`config.mk`:
```
export PLATFORM = sky130hd
export DESIGN_NAME = axi3_rd_arbiter
export DESIGN_NICKNAME = d
export VERILOG_FILES = /design/src/rtl/axi3_rd_arbiter.sv
export SDC_FILE = /design/constraint.sdc
export NUM_CORES = 1
export LEC_CHECK = 0
export BUFFER_PORTS_ARGS = -buffer_cell sky130_fd_sc_hd__buf_2
export CORE_AREA = 4 4 107 109
export CTS_CLUSTER_DIAMETER = 60
export CTS_CLUSTER_SIZE = 14
export DETAILED_ROUTE_END_ITERATION = 10
export DIE_AREA = 0 0 111 113
export GPL_ROUTABILITY_DRIVEN = 0
export PLACE_DENSITY = 0.56
export SLEW_MARGIN = 10
export SYNTH_ARGS = -nofsm -noshare
export SYNTH_HDL_FRONTEND = slang
export SYNTH_SLANG_ARGS = --single-unit
```
`constraint.sdc`:
```
create_clock -name clk -period 2.1 [get_ports clk]
set_input_delay 0.315 -clock clk [delete_from_list [all_inputs] [get_ports clk]]
set_output_delay 0.315 -clock clk [all_outputs]
set_load 0.01 [all_outputs]
```
`src/rtl/axi3_rd_arbiter.sv`:
```
// Shares one AXI3 read channel among N_REQ masters, one burst in flight; grant held from AR to RLAST.
// Latency: 1 cycle to arbitrate, then AR and R pass through combinationally. Backpressure: m_arready/s_rready route only to the owner.
// Optional AXI3_RD_ARB_FIXED_PRIO_EN: lowest index always wins instead of round-robin.
module axi3_rd_arbiter #(
    parameter int N_REQ      = 3,
    parameter int ADDR_WIDTH = 32,
    parameter int DATA_WIDTH = 32,
    parameter int ID_WIDTH   = 4
) (
    input  logic                          clk,
    input  logic                          rst,
    input  logic [N_REQ-1:0]              s_arvalid,
    input  logic [N_REQ*ADDR_WIDTH-1:0]   s_araddr,
    input  logic [N_REQ*4-1:0]            s_arlen,
    input  logic [N_REQ*3-1:0]            s_arsize,
    input  logic [N_REQ*2-1:0]            s_arburst,
    input  logic [N_REQ*ID_WIDTH-1:0]     s_arid,
    output logic [N_REQ-1:0]              s_arready,
    output logic [N_REQ-1:0]              s_rvalid,
    output logic [DATA_WIDTH-1:0]         s_rdata,
    output logic [1:0]                    s_rresp,
    output logic                          s_rlast,
    output logic [ID_WIDTH-1:0]           s_rid,
    input  logic [N_REQ-1:0]              s_rready,
    output logic                          m_arvalid,
    output logic [ADDR_WIDTH-1:0]         m_araddr,
    output logic [3:0]                    m_arlen,
    output logic [2:0]                    m_arsize,
    output logic [1:0]                    m_arburst,
    output logic [ID_WIDTH-1:0]           m_arid,
    input  logic                          m_arready,
    input  logic                          m_rvalid,
    input  logic [DATA_WIDTH-1:0]         m_rdata,
    input  logic [1:0]                    m_rresp,
    input  logic                          m_rlast,
    input  logic [ID_WIDTH-1:0]           m_rid,
    output logic                          m_rready,
    output logic [$clog2(N_REQ)-1:0]      grant,
    output logic                          busy,
    output logic                          err_burst
);

    localparam int GW = $clog2(N_REQ);

    typedef enum logic [1:0] {ARB_IDLE, ARB_ADDR, ARB_DATA} state_t;

    state_t        state;
    logic [3:0]    cnt;
    logic [GW-1:0] winner;

`ifdef AXI3_RD_ARB_FIXED_PRIO_EN
    always_comb begin
        winner = '0;
        for (int k = N_REQ - 1; k >= 0; k--) begin
            if (s_arvalid[k]) winner = GW'(k);
        end
    end
`else
    logic [GW-1:0] rr;

    // Scan from farthest to nearest offset so the first requester at or after rr wins.
    always_comb begin
        winner = '0;
        for (int k = N_REQ - 1; k >= 0; k--) begin
            if (s_arvalid[(int'(rr) + k) % N_REQ]) winner = GW'((int'(rr) + k) % N_REQ);
        end
    end
`endif

    always_comb begin
        m_arvalid = 1'b0;
        m_araddr  = s_araddr[grant*ADDR_WIDTH +: ADDR_WIDTH];
        m_arlen   = s_arlen[grant*4 +: 4];
        m_arsize  = s_arsize[grant*3 +: 3];
        m_arburst = s_arburst[grant*2 +: 2];
        m_arid    = s_arid[grant*ID_WIDTH +: ID_WIDTH];
        s_arready = '0;
        s_rvalid  = '0;
        m_rready  = 1'b0;
        case (state)
            ARB_ADDR: begin
                m_arvalid        = s_arvalid[grant];
                s_arready[grant] = m_arready;
            end
            ARB_DATA: begin
                s_rvalid[grant] = m_rvalid;
                m_rready        = s_rready[grant];
            end
            default: ;
        endcase
    end

    assign s_rdata = m_rdata;
    assign s_rresp = m_rresp;
    assign s_rlast = m_rlast;
    assign s_rid   = m_rid;
    assign busy    = (state != ARB_IDLE);

    always_ff @(posedge clk) begin
        if (rst) begin
            state     <= ARB_IDLE;
            grant     <= '0;
            cnt       <= '0;
            err_burst <= 1'b0;
`ifndef AXI3_RD_ARB_FIXED_PRIO_EN
            rr        <= '0;
`endif
        end else begin
            case (state)
                ARB_IDLE: begin
                    if (|s_arvalid) begin
                        grant <= winner;
                        state <= ARB_ADDR;
                    end
                end
                ARB_ADDR: begin
                    // A requester withdrawing its AR forfeits the grant without moving rr.
                    if (!s_arvalid[grant]) begin
                        state <= ARB_IDLE;
                    end else if (m_arready) begin
                        cnt   <= s_arlen[grant*4 +: 4];
                        state <= ARB_DATA;
                    end
                end
                ARB_DATA: begin
                    if (m_rvalid && m_rready) begin
                        if (cnt != 4'd0) cnt <= cnt - 4'd1;
                        if ((m_rlast && cnt != 4'd0) || (!m_rlast && cnt == 4'd0))
                            err_burst <= 1'b1;
                        if (m_rlast) begin
                            state <= ARB_IDLE;
`ifndef AXI3_RD_ARB_FIXED_PRIO_EN
                            rr    <= (int'(grant) == N_REQ - 1) ? '0 : grant + GW'(1);
`endif
                        end
                    end
                end
                default: state <= ARB_IDLE;
            endcase
        end
    end

endmodule

```
; Word-level counts from Yosys, hierarchy flattened
; Cells that the tools add are included.
; W data, S select, Z words.
[totals]
output_inout_bits = 96
mem_count = 0
romBits = 0
latch_bits = 0
word_cells = 86
reg_bits = 11
inputBits = 184
ramBits = 0
[classes]
eq_ne = 10
mul = 1
div_mod_pow = 3
bitwise_logic = 2
order_cmp = 5
add_sub_neg = 4
shift = 5
reduce_logical = 17
muxes = 34
[ops]
columns = cell, n
row1 = $lt A32 B4 Y1 const B, 3
row2 = $shiftx A96 B8 Y32, 1
row3 = $mod A32 B3 Y32 const B, 2
row4 = $mod A3 B3 Y32 const B, 1
row5 = $shiftx A12 B5 Y4, 2
row6 = $mux W2, 9
row7 = $mux W4, 4
row8 = $ne A2 B2 Y1 const B, 6
row9 = $mux W1, 11
row10 = $bmux W1 S2, 5
row11 = $shiftx A9 B5 Y3, 1
row12 = $pmux W4 S2, 1
row13 = $and A3 B3 Y3, 2
row14 = $mux W3, 2
row15 = $pmux W2 S3, 1
row16 = $reduce_and A3 Y1, 2
row17 = $shiftx A6 B4 Y2, 1
row18 = $reduce_and A5 Y1, 1
row19 = $eq A2 B2 Y1 const B, 2
row20 = $logic_and A1 B1 Y1, 4
row21 = $logic_not A4 Y1, 1
row22 = $mul A2 B2 Y4 const B, 1
row23 = $reduce_and A4 Y1, 1
row24 = $reduce_bool A2 Y1, 2
row25 = 15 further kinds, 15

; Depth between registers and ports, before layout
[depth]
ltp_word = 8
mapped_depth = 7
depth_no_buf = 7

; Least setup slack after synthesis
; No wires, ideal clock.
[synth_path]
path_type = reg2out
startpoint = reg grant[0]
endpoint = out m_araddr[0]
stages_incl_launch_ff = 6
required_time_ns = 1.785
arrival_time_ns = 1.409
path_slack_ns = 0.376
n_path_buf = 3
cell_sequence = dfxtp_1 -> buf_6 -> buf_2 -> buf_2 -> mux2i_1 -> o21ai_0
[synth_between]
elab_chain_len = 1
[synth_rtl]
columns = item, line
row1 = from (decl), 38  ; output logic [$clog2(N_REQ)-1:0] grant,
row2 = from (signal assigned), 112  ; grant <= winner;
row3 = $shiftx A96 B8 Y32, 72  ; m_araddr = s_araddr[grant*ADDR_WIDTH +: ADDR_WIDTH];
row4 = to (decl), 26  ; output logic [ADDR_WIDTH-1:0] m_araddr,
; No other way between the ends.

; Worst setup path after layout
[layout_path]
startpoint = reg grant[0]
endpoint = out m_araddr[17]
; Same word-level chain as after synthesis.

==> results.toml <==
[detailed_routing]
firstDrtPassIters = 4
num_vias = 2659
antenna_left = 0
viasPerCell = 4.45
post_drt_wl_per_cell_um = 14.6
drc = 0
wl_um = 8740
drtIter0Drc = 94

[min_path]
holdPathStages = 3
min_path_type = "in -> reg"

[synthesis]
synth_edf_count = 0
synthAdderAreaFrac = 0.0245
yosysWarnings = 0
synth_cell_types = 37
synth_area_leaders = "mux2i_1 23%, buf_4 14%, o21ai_0 12%, dfxtp_1 11%, nand2_1 8.8%"
synth.ff_latch_count = 11
ys_seq_area_frac = 0.108
synthSimpleGateAreaFrac = 0.205
yosys.area.top_type_share = 0.231
synth_top_family_by_area = "multiplexers"
synth_compound_area_frac = 0.222
synth_flop_cell = "dfxtp_1"
synth.avg_cell_area_um2 = 6.82
synth.area.mux_share = 0.231
synth-xor-area-share = 0.00429
synthCells = 299
yosysTopAreaCell = "mux2i_1"
syn_nets = 487
synth_area_um2 = 2040
async_flop_share = 0

[timing]
worst_pin_slew_ns = 0.521
finalCritPeriodShare = 0.894
min_period_ns = 1.88
setup_viol = 0
maxSlewViolCount = 0
hold_viol = 0
rsz0062_at_grt = "no"
max_freq_ghz = 0.533
maxSlewHeadroom = 0.652
clock_skew_ns = 0.00122
tns_ns = 0

[floorplanning]
io-pin-count = 280
die_h_um = 113
die-area_um2 = 12500
start_util = 0.192
die_x_um = 111
rows = 38
coreArea_um2 = 10600

[pwr]
power_mw = 1.01
vdd_ir_drop_max_mv = 0.208
leakage_nw = 1.39
power.density_nw_per_um2 = 336

[cts]
post_cts_buffers = 0
cts_tree = "yes"
clock_path_buffers = 2
cts_buffers = 3
cts_sinks = 11
path_clk_slew_ns = 0.05
clock_latency_ns = 0.24
cts.htree.levels = 1
holdBufCountCts = 0
ctsResizeCount = 0
cts_root_buf = "clkbuf_8"

[critical_path]
cp_max_fo = 23
crit_type = "reg -> out"
rr_startpoint = "state[1]"
rr_endpoint = "cnt[2]"
crit_start = "grant[0]"
start_kind = "flop"
worstPathRequired_ns = 1.78
r2r_cells = 5
endpoint_kind = "output pin"
arrival_ns = 1.56
crit_path_end = "m_araddr[17]"
reg2reg_slack_ns = 0.33

[finish]
fin_nets = 646
final_layout_size_suffix_gt1_frac = 0.484
diodes = 0
syn_to_final_growth_pct = 47.3
fillers = 1143

[global_route]
grt_pass1_wl_um = 12800
antenna_found_initial = 0
grt_pass1_vias = 2518
grt-ovfl-total = 0
grt_max_degree = 50
grt_usage = 0.123

[placement]
port_buffers = 203
dp.final_hpwl_um = 7280

[flow_run]
maxCapViolCount = 0

[outcome]
status = "finished, final reports clean"
## Yosys cell counts, drive strengths merged, types with 2 or more instances
cell type  number
nor2           14
nor3            4
nand2          49
o21a            2
nor3b           2
a21oi          11
ha              4
o31ai           4
inv            10
a211o           3
dfxtp          11
clkbuf         10
buf            48
mux2i          47
o21bai          2
nand4           4
o21ai          48
nand3b          3
nand2b          6
nand3           4
## worst max-delay path, cell delays in order, from the launching register on
cell and delay, ns:
dfxtp_4 0.36, buf_12 0.20, buf_4 0.31, mux2i_1 0.21, o21ai_0 0.09, buf_2 0.15
## layout make-up
| type | count | area (µm²) | area share |
|---|---|---|---|
| Sequential cell | 11 | 225 | 0.0750 |
| Clock buffer | 4 | 45.0 | 0.0150 |
| Timing Repair Buffer | 212 | 1120 | 0.373 |
| Inverter | 10 | 37.5 | 0.0125 |
| Tap cell | 140 | 175 | 0.0583 |
| Multi-Input combinational cell | 220 | 1400 | 0.466 |
## power by group
part	internal, mW	total (mW)	switching (mW)
clock	0.134	0.220	0.0859
combinational	0.277	0.562	0.285
sequential	0.218	0.227	0.00953
## layout by cell type (no fill, tap or decap), drive strengths merged
cell type / synthesis / final
buf: 48 / 212
nand2: 49 / 49
o21ai: 48 / 48
mux2i: 47 / 47
nor2: 14 / 14
a21oi: 11 / 11
dfxtp: 11 / 11
inv: 10 / 10
nand2b: 6 / 6
nand3: 4 / 4
nor3: 4 / 4
o31ai: 4 / 4
ha: 4 / 4
nand4: 4 / 4
clkbuf: 10 / 4
nand3b: 3 / 3
a211o: 3 / 3
o21a: 2 / 2
nor3b: 2 / 2
o21bai: 2 / 2
and2b: 1 / 1
nor2b: 1 / 1
a31oi: 1 / 1
o2bb2ai: 1 / 1
and2: 1 / 1
o22ai: 1 / 1
o221ai: 1 / 1
o211a: 1 / 1
o32ai: 1 / 1
xnor2: 1 / 1
a311o: 1 / 1
or3: 1 / 1
and3: 1 / 1
## worst min path at each step
stage / startpoint / endpoint / slack (ns)
after floorplan: rr[0] / rr[0] / 0.45
after global placement: err_burst / err_burst / 0.47
after detailed placement: err_burst / err_burst / 0.46
after CTS: s_arvalid[2] / grant[1] / 0.38
after global routing: s_arvalid[1] / grant[0] / 0.40
final: s_arvalid[1] / grant[0] / 0.38
## state kept, by name, indices dropped and copies added, names as in the netlist
register,cells
state,2
cnt,4
rr,2
grant,2
err_burst,1
## logic make-up after synthesis
| logic type | Yosys count |
|---|---|
| and+or+nand+nor | 91 |
| AOI/OAI and AO/OA | 77 |
| buffers and inverters | 68 |
| muxes | 47 |
| DFF | 11 |
| adders and majority gates | 4 |
| xor gates and xnor gates | 1 |
## per-layer routing
| layer | wire (µm) | vias to the layer above | GRT usage |
|---|---|---|---|
| li1 | - | 1320 | - |
| met1 | 3520 | 1180 | 0.153 |
| met2 | 4320 | 137 | 0.213 |
| met3 | 751 | 22 | 0.0316 |
| met4 | 148 | 0 | 0.0312 |
| met5 | 0 | - | 0 |
## through the flow
step / area, µm² / std cells / utilization / hold slack [ns] / setup WS [ns]
detailed placement: 2960 / 593 / 0.279 / 0.458 / 0.362
floorplan: 2040 / 299 / - / 0.454 / 0.376
finish: 3000 / 597 / 0.283 / 0.378 / 0.222
global placement: 2960 / 593 / 0.279 / 0.471 / 0.408
CTS: 3000 / 597 / 0.283 / 0.376 / 0.175
global route: 3000 / 597 / 0.283 / 0.397 / 0.0669
Note: power is estimated with default switching activity, not from simulation.
